==> src/rtl/rbm_sched_pkg.sv <==
// Shared types for the RBM batch scheduler: FSM state encoding, core memory-window
// select codes, and the frame-buffer element address helper.
package rbm_sched_pkg;

    typedef enum logic [3:0] {
        ST_IDLE,
        ST_LD_REQ,
        ST_LD_WAIT,
        ST_LD_WR,
        ST_KICK,
        ST_RUN,
        ST_RELEASE,
        ST_NEXT,
        ST_ABORT,
        ST_DONE,
        ST_ERR
    } sched_st_t;

    // Memory-window select codes, identical to the core CSR map.
    localparam logic [2:0] MEM_SEL_V0    = 3'd0;
    localparam logic [2:0] MEM_SEL_H0    = 3'd1;
    localparam logic [2:0] MEM_SEL_V1    = 3'd2;
    localparam logic [2:0] MEM_SEL_H1    = 3'd3;
    localparam logic [2:0] MEM_SEL_W     = 3'd4;
    localparam logic [2:0] MEM_SEL_B_VIS = 3'd5;
    localparam logic [2:0] MEM_SEL_B_HID = 3'd6;

    function automatic logic [31:0] elem_addr(input logic [15:0] frame,
                                              input logic [15:0] idx,
                                              input int unsigned dim);
        return (32'(frame) * 32'(dim)) + 32'(idx);
    endfunction

    function automatic logic is_active(input sched_st_t st);
        return !(st == ST_IDLE || st == ST_DONE || st == ST_ERR);
    endfunction

endpackage

==> src/rtl/rbm_batch_sched.sv <==
// Epoch/frame scheduler for the CD-1 RBM core: loads each frame into v0 through the
// memory window, kicks one CD-1 step, and iterates frames x epochs with a watchdog.
//
// state      | meaning
// -----------+---------------------------------------------------------------
// IDLE       | waiting for cfg_start
// LD_REQ     | frame-buffer read request for element i (fb_req high)
// LD_WAIT    | waiting for fb_rvalid
// LD_WR      | v0[i] write strobe high
// KICK       | raise core_start, clear watchdog
// RUN        | core running, watchdog counting
// RELEASE    | core_start dropped, waiting for core idle
// NEXT       | advance frame / epoch
// ABORT      | abandoned, waiting for core idle
// DONE       | schedule complete (sticky done)
// ERR        | illegal config or watchdog expiry (sticky err)
module rbm_batch_sched
    import rbm_sched_pkg::*;
#(
    parameter int unsigned I_DIM     = 64,
    parameter int unsigned TIMEOUT_W = 24
) (
    input  logic                 ACLK,
    input  logic                 ARESETn,
    input  logic                 cfg_start,
    input  logic                 cfg_abort,
    input  logic [15:0]          cfg_n_frames,
    input  logic [15:0]          cfg_epochs,
    input  logic [TIMEOUT_W-1:0] cfg_timeout,
    output logic                 fb_req,
    output logic [31:0]          fb_addr,
    input  logic                 fb_rvalid,
    input  logic [7:0]           fb_rdata,
    output logic                 core_mem_wen,
    output logic [2:0]           core_mem_sel,
    output logic [31:0]          core_mem_addr,
    output logic [31:0]          core_mem_wdata,
    output logic                 core_start,
    input  logic                 core_busy,
    input  logic                 core_done,
    output logic                 busy,
    output logic                 done,
    output logic                 err,
    output logic [15:0]          frame_idx,
    output logic [15:0]          epoch_idx,
    output logic                 batch_pulse,
    output logic                 irq
);

    localparam logic [15:0] LAST_I = 16'(I_DIM - 1);

    sched_st_t            state_q;
    logic [15:0]          i_q;
    logic [15:0]          frame_q;
    logic [15:0]          epoch_q;
    logic [TIMEOUT_W-1:0] wdog_q;
    logic [TIMEOUT_W-1:0] wdog_d;
    logic                 fb_req_q;
    logic [31:0]          fb_addr_q;
    logic                 mem_wen_q;
    logic [31:0]          mem_addr_q;
    logic [31:0]          mem_wdata_q;
    logic                 core_start_q;
    logic                 busy_q;
    logic                 done_q;
    logic                 err_q;
    logic                 batch_pulse_q;
    logic                 irq_q;

    assign wdog_d = wdog_q + 1'b1;

    // Strobes and pulses are raised on the transition into the state they belong
    // to, so every output comes straight from a flop.
    always_ff @(posedge ACLK or negedge ARESETn) begin
        if (!ARESETn) begin
            state_q       <= ST_IDLE;
            i_q           <= '0;
            frame_q       <= '0;
            epoch_q       <= '0;
            wdog_q        <= '0;
            fb_req_q      <= 1'b0;
            fb_addr_q     <= '0;
            mem_wen_q     <= 1'b0;
            mem_addr_q    <= '0;
            mem_wdata_q   <= '0;
            core_start_q  <= 1'b0;
            busy_q        <= 1'b0;
            done_q        <= 1'b0;
            err_q         <= 1'b0;
            batch_pulse_q <= 1'b0;
            irq_q         <= 1'b0;
        end else begin
            fb_req_q      <= 1'b0;
            mem_wen_q     <= 1'b0;
            batch_pulse_q <= 1'b0;
            irq_q         <= 1'b0;

            if (cfg_abort && is_active(state_q) && state_q != ST_ABORT) begin
                core_start_q <= 1'b0;
                state_q      <= ST_ABORT;
            end else begin
                case (state_q)
                    ST_IDLE, ST_DONE, ST_ERR: begin
                        if (cfg_start) begin
                            done_q <= 1'b0;
                            if (cfg_n_frames == 16'd0 || cfg_epochs == 16'd0) begin
                                err_q   <= 1'b1;
                                irq_q   <= 1'b1;
                                state_q <= ST_ERR;
                            end else begin
                                err_q     <= 1'b0;
                                i_q       <= '0;
                                frame_q   <= '0;
                                epoch_q   <= '0;
                                wdog_q    <= '0;
                                fb_req_q  <= 1'b1;
                                fb_addr_q <= elem_addr(16'd0, 16'd0, I_DIM);
                                busy_q    <= 1'b1;
                                state_q   <= ST_LD_REQ;
                            end
                        end
                    end
                    ST_LD_REQ: state_q <= ST_LD_WAIT;
                    ST_LD_WAIT: begin
                        if (fb_rvalid) begin
                            mem_wen_q   <= 1'b1;
                            mem_addr_q  <= {16'b0, i_q};
                            mem_wdata_q <= {{24{fb_rdata[7]}}, fb_rdata};
                            state_q     <= ST_LD_WR;
                        end
                    end
                    ST_LD_WR: begin
                        if (i_q == LAST_I) begin
                            i_q     <= '0;
                            state_q <= ST_KICK;
                        end else begin
                            i_q       <= i_q + 16'd1;
                            fb_req_q  <= 1'b1;
                            fb_addr_q <= elem_addr(frame_q, i_q + 16'd1, I_DIM);
                            state_q   <= ST_LD_REQ;
                        end
                    end
                    ST_KICK: begin
                        core_start_q <= 1'b1;
                        wdog_q       <= '0;
                        state_q      <= ST_RUN;
                    end
                    ST_RUN: begin
                        wdog_q <= wdog_d;
                        if (core_done) begin
                            core_start_q <= 1'b0;
                            state_q      <= ST_RELEASE;
                        end else if (cfg_timeout != '0 && wdog_d == cfg_timeout) begin
                            core_start_q <= 1'b0;
                            err_q        <= 1'b1;
                            irq_q        <= 1'b1;
                            busy_q       <= 1'b0;
                            state_q      <= ST_ERR;
                        end
                    end
                    ST_RELEASE: begin
                        if (!core_busy) state_q <= ST_NEXT;
                    end
                    ST_NEXT: begin
                        if (frame_q == cfg_n_frames - 16'd1) begin
                            frame_q       <= '0;
                            batch_pulse_q <= 1'b1;
                            if (epoch_q == cfg_epochs - 16'd1) begin
                                done_q  <= 1'b1;
                                irq_q   <= 1'b1;
                                busy_q  <= 1'b0;
                                state_q <= ST_DONE;
                            end else begin
                                epoch_q   <= epoch_q + 16'd1;
                                fb_req_q  <= 1'b1;
                                fb_addr_q <= elem_addr(16'd0, 16'd0, I_DIM);
                                state_q   <= ST_LD_REQ;
                            end
                        end else begin
                            frame_q   <= frame_q + 16'd1;
                            fb_req_q  <= 1'b1;
                            fb_addr_q <= elem_addr(frame_q + 16'd1, 16'd0, I_DIM);
                            state_q   <= ST_LD_REQ;
                        end
                    end
                    ST_ABORT: begin
                        if (!core_busy) begin
                            busy_q  <= 1'b0;
                            state_q <= ST_IDLE;
                        end
                    end
                    default: state_q <= ST_IDLE;
                endcase
            end
        end
    end

    assign fb_req         = fb_req_q;
    assign fb_addr        = fb_addr_q;
    assign core_mem_wen   = mem_wen_q;
    assign core_mem_sel   = MEM_SEL_V0;
    assign core_mem_addr  = mem_addr_q;
    assign core_mem_wdata = mem_wdata_q;
    assign core_start     = core_start_q;
    assign busy           = busy_q;
    assign done           = done_q;
    assign err            = err_q;
    assign frame_idx      = frame_q;
    assign epoch_idx      = epoch_q;
    assign batch_pulse    = batch_pulse_q;
    assign irq            = irq_q;

endmodule

==> config.mk <==
export PLATFORM = sky130hd
export DESIGN_NAME = rbm_batch_sched
export DESIGN_NICKNAME = d
export VERILOG_FILES = /design/src/rtl/rbm_sched_pkg.sv /design/src/rtl/rbm_batch_sched.sv
export SDC_FILE = /design/constraint.sdc
export NUM_CORES = 1
export LEC_CHECK = 0
export ABC_AREA = 1
export CAP_MARGIN = 5
export CORE_ASPECT_RATIO = 1.5
export CORE_MARGIN = 2
export CORE_UTILIZATION = 30
export DETAILED_ROUTE_END_ITERATION = 12
export PLACE_DENSITY = 0.61
export SETUP_SLACK_MARGIN = 0.2
export SLEW_MARGIN = 20
export SYNTH_ARGS = -nofsm -noshare
export SYNTH_HDL_FRONTEND = slang
export SYNTH_SLANG_ARGS = --single-unit
==> constraint.sdc <==
create_clock -name ACLK -period 3.3 [get_ports ACLK]
set_clock_uncertainty 0.1 [all_clocks]
set_input_delay 0.825 -clock ACLK [delete_from_list [all_inputs] [get_ports ACLK]]
set_output_delay 0.825 -clock ACLK [all_outputs]
set_load 0.005 [all_outputs]
# Yosys cells after proc, flatten, opt, wreduce, memory -nomap -nowiden
# Cells that the tools add are included.
# classes
n_addsub,7
n_eq_ne,30
muxes,70
bitwise_logic,1
n_reduce_logical,30
# ops
op,count
two-way mux 32 bit,5
two-way mux 16 bit,6
case mux 16 bit (2 select lines),3
case mux 32 bit (3 select lines),1
case mux 24 bit (3 select lines),1
adder 16 x 1 -> 16 bit (second input constant),3
two-way mux 24 bit,2
two-way mux 4 bit,10
case mux 4 bit (9 select lines),1
two-way mux 1 bit,34
== test 16 bit,2
logical NOT 16 bit,2
subtractor 16 x 1 -> 16 bit (second input constant),2
adder 24 x 1 -> 24 bit (second input constant),1
== test 24 bit,1
nonzero test 24 bit,1
adder 22 x 16 -> 23 bit,1
inequality test 2 bit (second input constant),9
== test 16 x 6 -> 1 bit (second input constant),1
== test 4 x 3 -> 1 bit (second input constant),4
inequality test 3 bit (second input constant),5
AND reduction 5 bit,3
== test 4 bit (second input constant),3
AND reduction 4 bit,3
20 further kinds,34
# word_totals
regBits,140
out_inout_bits,139
word_cells,154

# Longest topological paths before layout
# Gate-level depths: netlist (run 1).
# depth
depth_word,8
ltp_mapped,24

# Worst setup path after synthesis (run 1)
# No wires, ideal clock.
# synth_timing
path_kind,reg2reg
start,reg i_q[0]
end,"reg fb_addr_q[21], in the netlist fb_addr[21]"
setup_ps,116
t_arrival_ps,2758
setup_slack_ps,326
stages_incl_launch_ff,24
path_buffers,0
period_less_slack_ps,2974
cell_sequence,dfrtp_1 ha_1 nand3_1 nor2_1 nand2_1 nor2_1 inv_1 nor3_1 nand2_1 nor2_1 nand2_1 nand2_1 inv_1 ha_1 nand2_1 nor3_1 nand3_1 o2111ai_1 nand4_1 xnor2_1 nand2_1 nand2_1 nand2_1 nand2_1
# synth_between
elab_chain_cells,4
word_cells_on_any_way,7
classes_between,2 x add/sub; 2 x eq/ne; 2 x mux; 1 x reduce/logical
# synth_lines
element,line,source
start: declaration,rbm_batch_sched.sv:53,logic [15:0] i_q;
start signal: assignment,rbm_batch_sched.sv:137,i_q <= i_q + 16'd1;
adder 16 x 1 -> 16 bit,rbm_batch_sched.sv:139,"fb_addr_q <= elem_addr(frame_q, i_q + 16'd1, I_DIM);"
adder 22 x 16 -> 23 bit,rbm_sched_pkg.sv:31,return (32'(frame) * 32'(dim)) + 32'(idx);
two-way mux 32 bit,rbm_batch_sched.sv:133,if (i_q == LAST_I) begin
case mux 32 bit (3 select lines),rbm_batch_sched.sv:102,case (state_q)
end signal: assignment,rbm_batch_sched.sv:117,"fb_addr_q <= elem_addr(16'd0, 16'd0, I_DIM);"
end signal: assignment,rbm_batch_sched.sv:139,
end signal: assignment,rbm_batch_sched.sv:176,"fb_addr_q <= elem_addr(16'd0, 16'd0, I_DIM);"
end: declaration,rbm_batch_sched.sv:59,logic [31:0] fb_addr_q;
# Parallel ways exist; a longest one is shown, timed or not. The select of a mux whose other input is x is not followed.
# A chain may end at the register's enable or synchronous reset.

# Final worst setup path (run 1)
# layout_timing
start,reg i_q[0]
end,"reg fb_addr_q[20], in the netlist fb_addr[20]"
# The elaborated chain is that of the path after synthesis.

==> results of run 1 <==
[state kept, by name, indices dropped and copies added (netlist names), 4 cells and up]
name	flops
epoch_idx	16
core_mem_wdata	8
frame_idx	16
wdog_q	24
state_q	4
core_mem_addr	16
i_q	16
fb_addr	23
[worst max-delay path: cells and delay by family, from the launching register on]
family | cells | cell delay (ps)
AND/OR/NAND/NOR | 15 | 1410
AO/OA/AOI/OAI | 5 | 660
adder cells (fa/ha/maj) | 2 | 430
flip-flops | 1 | 390
buffers and inverters | 2 | 140
[stage by stage]
| step | util (%) | setup TNS [ps] |
|---|---|---|
| final | 42.0 | 0 |
| after global routing | 42.0 | -667 |
| after CTS | 41.1 | 0 |
| after detailed placement | 38.3 | -8980 |
| after global placement | 38.3 | -6630 |
| after floorplan | - | 0 |
[timing repair]
item / 4_1_cts / 5_1_grt
setup buffers: 28 / 7
endpoints found under the setup margin: 12 / 71
pin swaps: 27 / 29
resized for setup: 44 / 67
[power breakdown]
part           leakage, nW  total (mW)  switching [mW]  internal [mW]
sequential            1.81        1.89           0.123           1.76
clock                0.262        1.85           0.772           1.07
combinational         4.47        2.54            1.42           1.12
total                 6.54        6.27            2.32           3.95
[worst paths after layout]
check	startpoint	endpoint	depth (start not counted)
worst max-delay path	i_q[0]$_DFFE_PN0P_	fb_addr[20]$_DFFE_PN0P_	24
worst min-delay path	ARESETn	wdog_q[8]$_DFFE_PN0P_	1
worst max register to register	i_q[0]$_DFFE_PN0P_	fb_addr[20]$_DFFE_PN0P_	24
worst min register to register	fb_addr[5]$_DFFE_PN0P_	fb_addr[5]$_DFFE_PN0P_	2
max in group asynchronous	ARESETn	epoch_idx[2]$_DFFE_PN0P_	2
min in group ACLK	fb_addr[5]$_DFFE_PN0P_	fb_addr[5]$_DFFE_PN0P_	2
[placed cells by master (no fill, tap or decap), types with 10 or more instances in the layout]
cell type | netlist | routed
nor2_2 | 14 | 20
clkbuf_16 | 0 | 17
o22ai_1 | 13 | 12
o21ai_2 | 16 | 19
or2_2 | 17 | 17
o21ai_0 | 76 | 62
clkdlybuf4s50_1 | 0 | 180
nor2_4 | 10 | 14
nor3_1 | 17 | 13
o21ai_1 | 18 | 29
buf_4 | 55 | 109
inv_1 | 175 | 168
nand2_2 | 13 | 26
xnor2_1 | 16 | 15
nand3_1 | 129 | 121
dfrtp_1 | 131 | 131
inv_2 | 8 | 14
conb_1 | 1 | 28
nor2_1 | 170 | 160
nand4_1 | 23 | 23
nand3_2 | 5 | 10
xor2_1 | 38 | 37
nand2_1 | 509 | 493
o22ai_2 | 20 | 21
a21oi_1 | 17 | 11
buf_6 | 7 | 10
[metal layers]
| layer | vias to the layer above | track usage [%] | wire length [um] |
|---|---|---|---|
| li1 | 5518 | - | - |
| met1 | 5073 | 21.3 | 13800 |
| met4 | 2 | 8.37 | 1170 |
| met5 | - | 0 | 13 |
| met3 | 76 | 3.09 | 1360 |
| met2 | 289 | 36.7 | 18900 |
[cell families (layout without fill, tap and decap cells)]
group           count (synthesis)  in the layout  synth area share (%)
xor+xnor                       54             54                  4.51
fa+ha+maj                      18             18                  2.22
buf+inv                       268            525                  12.2
simple gates                  927            927                  38.3
flops                         131            131                  31.3
compound gates                179            179                  11.4
other cells                     1             28                0.0358
[final cells by class]
type,count,share of cell area (%)
multi-input cells,1206,44.4
flip-flops and latches,131,22.7
repair buffers,307,20.0
inverters,186,4.87
well taps,467,4.05
clock buffers,21,3.19
clock inverters,11,0.719
==> flow_metrics.env, run 1 <==
export IMPL_yosysSeqAreaShare_pct=31.3
export IMPL_cts_max_path_buffers=2
export IMPL_ys_flop_type="dfrtp_1"
export IMPL_yosys_area_top_type="dfrtp_1"
export IMPL_antenna_found_initial=1
export IMPL_wl_per_cell_um=15.2
export IMPL_nFillCells=3491
export IMPL_min_period_over_period_pct=96.9
export IMPL_peakVddDrop_uv=466
export IMPL_synth_cell_types=51
export IMPL_avgSynthCellArea_um2=6.64
export IMPL_outcome="finished, final reports clean"
export IMPL_critPathArrivalTime_ps=3480
export IMPL_syn_to_final_growth_pct=37.7
export IMPL_row_count=83
export IMPL_seqCellArea_mm2=0.00328
export IMPL_dieArea_mm2=0.0365
export IMPL_initial_utilization_pct=30.5
export IMPL_fin_total_pwr_mw=6.27
export IMPL_htree_levels=4
export IMPL_slowest_stage="dfrtp_1"
export IMPL_grt_usage_pct=19.5
export IMPL_slew_headroom_pct=46.3
export IMPL_nNetsFinal=1938
export IMPL_leakage_nw=6.54
export IMPL_crit_required_ps=3590
export IMPL_hold_viol_final=0
export IMPL_p_per_area_mw_per_mm2=434
export IMPL_worstHoldPathType="in -> async"
export IMPL_fin_crit_ps=3200
export IMPL_ys_seq_elements=131
export IMPL_worstSkewPairLatency_ps=440
export IMPL_grt_max_degree=82
export IMPL_slowest_delay_ps=390
export IMPL_drc=0
export IMPL_viasPerCell=4.71
export IMPL_endpoint_kind="register"
export IMPL_place_inst=2262
export IMPL_gr_total_overflow=0
export IMPL_synth_edff_count=0
export IMPL_port_buffers=181
export IMPL_synth_top_cell_area_share_pct=31.3
export IMPL_reg2reg_setup_slack_ps=100
export IMPL_grt_pass1_wl_mm=55.4
export IMPL_drv_cap=0
export IMPL_synthTopCellsByCount="nand2_1, inv_1, nor2_1, dfrtp_1, nand3_1"
export IMPL_cpMostUsedCell="nand2_1"
export IMPL_dr_pass1_iters=6
export IMPL_root_buffer="clkbuf_16"
export IMPL_tightest_slew_ps=806
export IMPL_totalWireLength_mm=35.3
export IMPL_dpl_hpwl_mm=27.0
export IMPL_async_flop_share_pct=100
export IMPL_cts_tree="done"
export IMPL_yosys_warnings=0
export IMPL_drive_gt1_share_pct=18.2
export IMPL_startpoint_type="register"
export IMPL_detailroute_via_count=10958
export IMPL_rsz0062_at_grt="yes"
export IMPL_finalWorstSetupSlack_ps=103
export IMPL_syn_cell_area_mm2=0.0105
export IMPL_stdcell_area_mm2=0.0144
export IMPL_cts_made_buffers=17
export IMPL_hold_ws_ps=342
export IMPL_synth_area_leaders="dfrtp_1, nand2_1, inv_1"
export IMPL_drtIter0Drc=597
export IMPL_crit_path_max_fanout=4
export IMPL_gp_congestion=0.880
export IMPL_slew_violations=0
export IMPL_setup_viol=0
export IMPL_synthCells=1578
export IMPL_die_y_um=233
export IMPL_crit_type="reg -> reg"
export IMPL_layout_cells_non_filler=2329
export IMPL_fmax_ghz=0.313
export IMPL_die_w_um=157
export IMPL_multi_input_area_mm2=0.00641
export IMPL_first_global_vias=10952
export IMPL_final_antenna_net_count=0
export IMPL_cts_hold_buf=0
export IMPL_core_area_mm2=0.0344
export IMPL_placed_area_mm2=0.0132
export IMPL_path_cells="ha_2 -> nand3_2 -> nor2_2 -> nand2_1 -> nor2_1 -> inv_1 -> nor3_2 -> nand2_2 -> nor2_1 -> nand2_1 -> o21ai_2 -> o21ai_2 -> inv_2 -> ha_4 -> nand2_4 -> nor2_4 -> nand2_2 -> o2111ai_4 -> and2_4 -> a21oi_2 -> o21ai_1 -> nand2_1 -> nand2_1 -> nand2_1"
export IMPL_cts_num_sinks=131
export IMPL_place_ws_ps=-261
export IMPL_io_pins=210
export IMPL_diodes=0
export IMPL_clkTransAtPathRegs_ps=60
export IMPL_yosysMostFrequentCell="nand2_1"
No activity file was read; power rests on OpenSTA's default activity.
==> inputs of run 2 (changes only) <==
--- a/config.mk
+++ b/config.mk
@@ -7,11 +7,13 @@
 export LEC_CHECK = 0
 export ABC_AREA = 1
 export CAP_MARGIN = 5
+export CELL_PAD_IN_SITES_DETAIL_PLACEMENT = 0
+export CELL_PAD_IN_SITES_GLOBAL_PLACEMENT = 1
 export CORE_ASPECT_RATIO = 1.5
-export CORE_MARGIN = 2
+export CORE_MARGIN = 1.5
 export CORE_UTILIZATION = 30
 export DETAILED_ROUTE_END_ITERATION = 12
-export PLACE_DENSITY = 0.61
+export PLACE_DENSITY = 0.78
 export SETUP_SLACK_MARGIN = 0.2
 export SLEW_MARGIN = 20
 export SYNTH_ARGS = -nofsm -noshare
==> run 2 against run 1 <==
Net effect:
- first-iteration DRC count is 7.2% higher
- total power is 1.9% higher
- combinational power is 2% higher
- fmax is 1.1% lower
- clock power is 4% higher
- utilization is 0.60 points higher
- register-to-register slack worse by 40 ps
- wire length is 0.93% higher
- critical endpoint is now fb_addr[21]$_DFFE_PN0P_
- largest cell class unchanged
==> flow_metrics.env, run 2 (synthesis results as in run 1) <==
export IMPL_antenna_found_initial=0
export IMPL_port_buffers=181
export IMPL_placed_area_mm2=0.0133
export IMPL_crit_type="reg -> reg"
export IMPL_initial_utilization_pct=30.5
export IMPL_cts_max_path_buffers=2
export IMPL_final_antenna_net_count=0
export IMPL_syn_to_final_growth_pct=39.7
export IMPL_cpMostUsedCell="nand2_1"
export IMPL_hold_viol_final=0
export IMPL_startpoint_type="register"
export IMPL_fin_total_pwr_mw=6.39
export IMPL_crit_path_max_fanout=5
export IMPL_diodes=0
export IMPL_worstRegToRegCells=23
export IMPL_endpoint_kind="register"
export IMPL_grt_pass1_wl_mm=55.2
export IMPL_outcome="finished, final reports clean"
export IMPL_cts_num_sinks=131
export IMPL_path_cells="ha_2 -> nand3_4 -> nor2_4 -> nand2_2 -> nor2_4 -> inv_2 -> nor3_4 -> nand2_2 -> nor2_1 -> nand2_1 -> nand2_2 -> inv_2 -> ha_4 -> nand2_4 -> nor3_4 -> nand3_2 -> o2111ai_4 -> nand4_1 -> xnor2_1 -> nand2_1 -> nand2_1 -> nand2_1 -> nand2_1"
export IMPL_cp_num_buf_inv=2
export IMPL_cts_hold_buf=0
export IMPL_gp_congestion=0.860
export IMPL_place_inst=2273
export IMPL_cts_tree="done"
export IMPL_routed_top_layer="met4"
export IMPL_worstHoldPathType="in -> async"
export IMPL_leakage_nw=6.65
export IMPL_worstSkewPairLatency_ps=450
export IMPL_fin_crit_ps=3230
export IMPL_io_pins=210
export IMPL_first_global_vias=10848
export IMPL_wirelength_met1_mm=13.9
export IMPL_place_ws_ps=-236
export IMPL_wl_met2_mm=19.3
export IMPL_root_buffer="clkbuf_16"
export IMPL_drc=0
export IMPL_largest_register="wdog_q"
export IMPL_rsz0062_at_grt="yes"
export IMPL_dpl_hpwl_mm=27.5
export IMPL_htree_levels=4
export IMPL_hold_ws_ps=203
export IMPL_stdcell_area_mm2=0.0146
export IMPL_finalWorstSetupSlack_ps=66.4
export IMPL_slowest_stage="dfrtp_1"
export IMPL_gr_total_overflow=0
export IMPL_viasPerCell=4.68
export IMPL_core_area_mm2=0.0344
export IMPL_slew_violations=0
export IMPL_drv_cap=0
export IMPL_dieArea_mm2=0.0361
export IMPL_nFillCells=3499
export IMPL_setup_viol=0
export IMPL_layout_cells_non_filler=2350
export IMPL_clkTransAtPathRegs_ps=70
export IMPL_cp_num_cells=23
export IMPL_nNetsFinal=1959
export IMPL_row_count=83
export IMPL_critPathArrivalTime_ps=3470
export IMPL_tightest_slew_ps=652
export IMPL_drtIter0Drc=640
export IMPL_dr_pass1_iters=5
export IMPL_slowest_delay_ps=390
export IMPL_grt_max_degree=52
export IMPL_final_common_cell="nand2_1"
export IMPL_peakVddDrop_uv=271
export IMPL_final_cell_mix="nand2_1, clkdlybuf4s50_1, inv_1"
export IMPL_die_w_um=156
export IMPL_wl_per_cell_um=15.2
export IMPL_slew_headroom_pct=56.5
export IMPL_fmax_ghz=0.309
export IMPL_largest_reg_flops=24
export IMPL_die_y_um=232
export IMPL_drive_gt1_share_pct=19.0
export IMPL_grt_usage_pct=19.6
export IMPL_dr_wl_met3_mm=1.26
export IMPL_min_period_over_period_pct=98.0
export IMPL_totalWireLength_mm=35.7
export IMPL_crit_family="simple AND/OR/NAND/NOR gates"
export IMPL_detailroute_via_count=11002
export IMPL_p_per_area_mw_per_mm2=436
export IMPL_cts_made_buffers=17
export IMPL_crit_required_ps=3540
run 2: cell count changes in the layout (fill, tap and decap cells not counted), sizes merged:
cell      before  now
buf          127  146
inv          185  193
clkinvlp       5    1
clkbuf        21   18
clkinv         6    8
bufinv         1    0
run 2: report_power, final:
group          switching, mW  internal [mW]
sequential             0.122           1.76
combinational           1.42           1.16
clock                  0.910           1.01
run 2: stage by stage:
step           util (%)  setup TNS, ps
6_report           42.6              0
5_1_grt            42.6           -851
4_1_cts            41.5              0
3_5_place_dp       38.6         -11370
3_3_place_gp       38.6          -6400
2_1_floorplan         -              0
run 2: worst register-to-register path: cells and delay by family, from the launching register on:
kind	cells	cell delay [ps]
xor gates and xnor gates	1	160
DFF	1	390
adders and majority gates	2	530
AOI/OAI and AO/OA	1	100
buffers and inverters	2	110
and+or+nand+nor	17	1740
run 2: timing repair:
item                                    in CTS  in global routing
pin swaps                                   13                 28
buffers inserted                            31                 12
endpoints found under the setup margin      12                 91
resized for setup                           48                 64
gates cloned                                 0                  2
run 2: final cells by class:
type	count	area (um^2)	area share, %
multi-input cells	1206	6430	43.9
flip-flops and latches	131	3280	22.4
repair buffers	327	3060	20.9
inverters	186	706	4.82
well taps	467	584	3.99
clock buffers	17	425	2.90
clock inverters	15	160	1.09
repair inverters	1	5.00	0.0342
run 2: metal layers:
| layer | GRT usage, % | vias to the layer above |
|---|---|---|
| met1 | 21.0 | 5091 |
| met4 | 8.60 | 0 |
| li1 | - | 5565 |
| met2 | 38.2 | 275 |
| met3 | 2.15 | 71 |
| met5 | 0 | - |
run 2: path summary, 6_finish.rpt:
check	start	to	slack [ps]
min in group ACLK	core_mem_wdata[0]$_DFFE_PN0P_	core_mem_wdata[0]$_DFFE_PN0P_	380
worst max register to register	i_q[0]$_DFFE_PN0P_	fb_addr[21]$_DFFE_PN0P_	70
worst max-delay path	i_q[0]$_DFFE_PN0P_	fb_addr[21]$_DFFE_PN0P_	70
worst min register to register	core_mem_wdata[0]$_DFFE_PN0P_	core_mem_wdata[0]$_DFFE_PN0P_	380
worst min-delay path	ARESETn	wdog_q[8]$_DFFE_PN0P_	200
max in group asynchronous	ARESETn	wdog_q[0]$_DFFE_PN0P_	2150
==> inputs of run 3 (changes only) <==
--- a/config.mk
+++ b/config.mk
@@ -5,15 +5,15 @@
 export SDC_FILE = /design/constraint.sdc
 export NUM_CORES = 1
 export LEC_CHECK = 0
-export ABC_AREA = 1
+export ABC_AREA = 0
 export CAP_MARGIN = 5
 export CELL_PAD_IN_SITES_DETAIL_PLACEMENT = 0
 export CELL_PAD_IN_SITES_GLOBAL_PLACEMENT = 1
 export CORE_ASPECT_RATIO = 1.5
-export CORE_MARGIN = 1.5
+export CORE_MARGIN = 8
 export CORE_UTILIZATION = 30
 export DETAILED_ROUTE_END_ITERATION = 12
-export PLACE_DENSITY = 0.78
+export PLACE_DENSITY = 0.76
 export SETUP_SLACK_MARGIN = 0.2
 export SLEW_MARGIN = 20
 export SYNTH_ARGS = -nofsm -noshare
==> run 3 against run 2 <==
Net effect:
- the run now ends with setup timing left
- setup slack got worse by 870 ps
- total power up 3.3%
- register-to-register slack worse by 510 ps
- final area increased by 5.8%
- critical path depth shrank 2
- largest power group unchanged
- combinational power is 13% higher
- wire length rose by 1.5%
==> flow_metrics.env, run 3 <==
export IMPL_root_buffer="clkbuf_16"
export IMPL_placed_area_mm2=0.0135
export IMPL_drive_gt1_share_pct=31.4
export IMPL_yosysMostFrequentCell="nand2_1"
export IMPL_startpoint_type="input port"
export IMPL_nFillCells=3065
export IMPL_nNetsFinal=1676
export IMPL_cts_tree="done"
export IMPL_synth_area_leaders="dfrtp_1, xnor2_1, nand2_1"
export IMPL_crit_type="in -> reg"
export IMPL_initial_utilization_pct=30.5
export IMPL_slew_violations=0
export IMPL_die_w_um=163
export IMPL_cts_made_buffers=17
export IMPL_hold_viol_final=0
export IMPL_dpl_hpwl_mm=26.4
export IMPL_core_area_mm2=0.0318
export IMPL_gp_congestion=0.879
export IMPL_slew_headroom_pct=55.4
export IMPL_crit_family="simple AND/OR/NAND/NOR gates"
export IMPL_yosysSeqAreaShare_pct=33.8
export IMPL_cp_num_cells=21
export IMPL_grt_max_degree=62
export IMPL_cp_num_buf_inv=12
export IMPL_viasPerCell=5.11
export IMPL_outcome="finished with violations"
export IMPL_rsz0062_at_grt="yes"
export IMPL_totalWireLength_mm=36.2
export IMPL_drtIter0Drc=525
export IMPL_dr_pass1_iters=5
export IMPL_slowest_delay_ps=500
export IMPL_async_flop_share_pct=100
export IMPL_leakage_nw=6.76
export IMPL_setup_viol=60
export IMPL_path_cells="buf_6 -> or3_4 -> or4_4 -> a2111oi_4 -> nand4_1 -> buf_4 -> nor4_4 -> buf_4 -> buf_6 -> buf_6 -> buf_6 -> buf_6 -> buf_6 -> buf_6 -> buf_6 -> a21oi_2 -> buf_6 -> buf_4 -> a21oi_2 -> o31ai_2 -> mux2_4"
export IMPL_violations="setup timing"
export IMPL_multi_input_area_mm2=0.00654
export IMPL_final_common_cell="buf_4"
export IMPL_peakVddDrop_uv=312
export IMPL_utilization_pct=48.7
export IMPL_cpMostUsedCell="buf_6"
export IMPL_crit_required_ps=3530
export IMPL_critPathArrivalTime_ps=4320
export IMPL_clkTransAtPathRegs_ps=60
export IMPL_detailroute_via_count=10262
export IMPL_dieArea_mm2=0.0385
export IMPL_final_cell_mix="buf_4, clkdlybuf4s50_1, nand2_1"
export IMPL_cts_hold_buf=0
export IMPL_syn_to_final_growth_pct=59.6
export IMPL_endpoint_kind="register"
export IMPL_tightest_slew_ps=669
export IMPL_min_period_over_period_pct=124
export IMPL_synth_top_cell_area_share_pct=33.8
export IMPL_grt_pass1_wl_mm=56.1
export IMPL_cts_max_path_buffers=2
export IMPL_drv_cap=0
export IMPL_diodes=0
export IMPL_worstHoldPathType="in -> async"
export IMPL_wl_per_cell_um=18.0
export IMPL_htree_levels=4
export IMPL_avgSynthCellArea_um2=8.27
export IMPL_synthTopCellsByCount="nand2_1, dfrtp_1, nor2_1, xnor2_1, o21ai_0"
export IMPL_ys_flop_type="dfrtp_1"
export IMPL_slowest_stage="or4_4"
export IMPL_cts_num_sinks=131
export IMPL_row_count=80
export IMPL_ys_seq_elements=131
export IMPL_syn_cell_area_mm2=0.00971
export IMPL_synth_edff_count=0
export IMPL_first_global_vias=10525
export IMPL_gr_total_overflow=0
export IMPL_worstSkewPairLatency_ps=440
export IMPL_yosys_area_top_type="dfrtp_1"
export IMPL_final_antenna_net_count=0
export IMPL_largest_reg_flops=24
export IMPL_finalWorstSetupSlack_ps=-799
export IMPL_synth_cell_types=88
export IMPL_seqCellArea_mm2=0.00329
export IMPL_p_per_area_mw_per_mm2=426
export IMPL_grt_usage_pct=18.4
export IMPL_yosys_warnings=0
export IMPL_fmax_ghz=0.244
export IMPL_antenna_found_initial=0
export IMPL_fin_crit_ps=4100
export IMPL_port_buffers=181
export IMPL_stdcell_area_mm2=0.0155
export IMPL_io_pins=210
export IMPL_worstRegToRegCells=20
export IMPL_drc=0
export IMPL_crit_path_max_fanout=5
export IMPL_synthCells=1174
export IMPL_place_ws_ps=-1470
export IMPL_largest_register="wdog_q"
export IMPL_die_y_um=236
-- run 3: changes by cell type in the layout (fill, tap and decap cells not counted), moves of 18 or more --
| cell | before | now |
|---|---|---|
| a21oi_1 | 10 | 34 |
| buf_4 | 129 | 227 |
| buf_6 | 9 | 52 |
| clkdlybuf4s50_1 | 180 | 155 |
| inv_1 | 167 | 28 |
| mux2_4 | 0 | 19 |
| nand2_1 | 496 | 146 |
| nand2_2 | 24 | 3 |
| nand3_1 | 123 | 39 |
| nor2_1 | 161 | 92 |
| nor4_1 | 6 | 24 |
| o22ai_2 | 21 | 1 |
| o31ai_1 | 1 | 19 |
| xnor2_1 | 15 | 80 |
-- run 3: cells by family after synthesis --
| group | Yosys count | share of synthesized area (%) |
|---|---|---|
| DFF | 131 | 33.8 |
| AOI/OAI and AO/OA | 268 | 18.4 |
| and+or+nand+nor | 472 | 23.8 |
| adders and majority gates | 18 | 2.40 |
| xor gates and xnor gates | 113 | 10.2 |
| buffers and inverters | 143 | 7.79 |
| other | 1 | 0.0386 |
| muxes | 28 | 3.69 |
-- run 3: final cells by class --
class                      instances  area share (%)
clock inverter                    14           0.824
multi-input combinational        928            42.2
sequential                       131            21.2
timing repair buffer             478            28.8
tap                              410            3.31
clock buffer                      18            2.83
inverter                          31           0.799
-- run 3: what timing repair did --
| item | in CTS | in global routing |
|---|---|---|
| pin swaps | 32 | 51 |
| cloned | 4 | 0 |
| setup buffers | 35 | 28 |
| setup endpoints to repair | 106 | 106 |
| gates resized for setup | 130 | 112 |
-- run 3: per-stage QoR --
step	setup TNS, ps	hold WS, ps	power (mW)	instances
2_1_floorplan	-34930	370	3.12	1201
4_1_cts	-37260	294	6.52	1982
3_5_place_dp	-91370	365	4.06	1911
5_1_grt	-45580	318	6.93	2010
6_report	-38270	282	6.60	2010
3_3_place_gp	-88930	357	4.03	1911
-- run 3: final timing paths --
check / start / to / slack [ps]
max: cfg_n_frames[2] / fb_addr[21]$_DFFE_PN0P_ / -800
min in group ACLK: core_mem_wdata[3]$_DFFE_PN0P_ / core_mem_wdata[3]$_DFFE_PN0P_ / 380
max reg2reg: frame_idx[5]$_DFFE_PN0P_ / fb_addr[21]$_DFFE_PN0P_ / -440
min: ARESETn / core_mem_wen$_DFF_PN0_ / 280
max in group asynchronous: ARESETn / frame_idx[8]$_DFFE_PN0P_ / 2100
min reg2reg: core_mem_wdata[3]$_DFFE_PN0P_ / core_mem_wdata[3]$_DFFE_PN0P_ / 380
-- run 3: where the power goes --
part	leakage [nW]	internal [mW]	switching (mW)
Sequential	1.80	1.70	0.119
Clock	0.270	1.06	0.805
Combinational	4.69	1.55	1.36
-- run 3: metal layers --
layer / wire length (um) / GRT usage (%) / vias to the layer above
met1: 14100 / 19.7 / 4933
li1: - / - / 4945
met5: 0 / 0 / -
met2: 19200 / 33.8 / 300
met3: 1450 / 3.23 / 84
met4: 1430 / 8.70 / 0
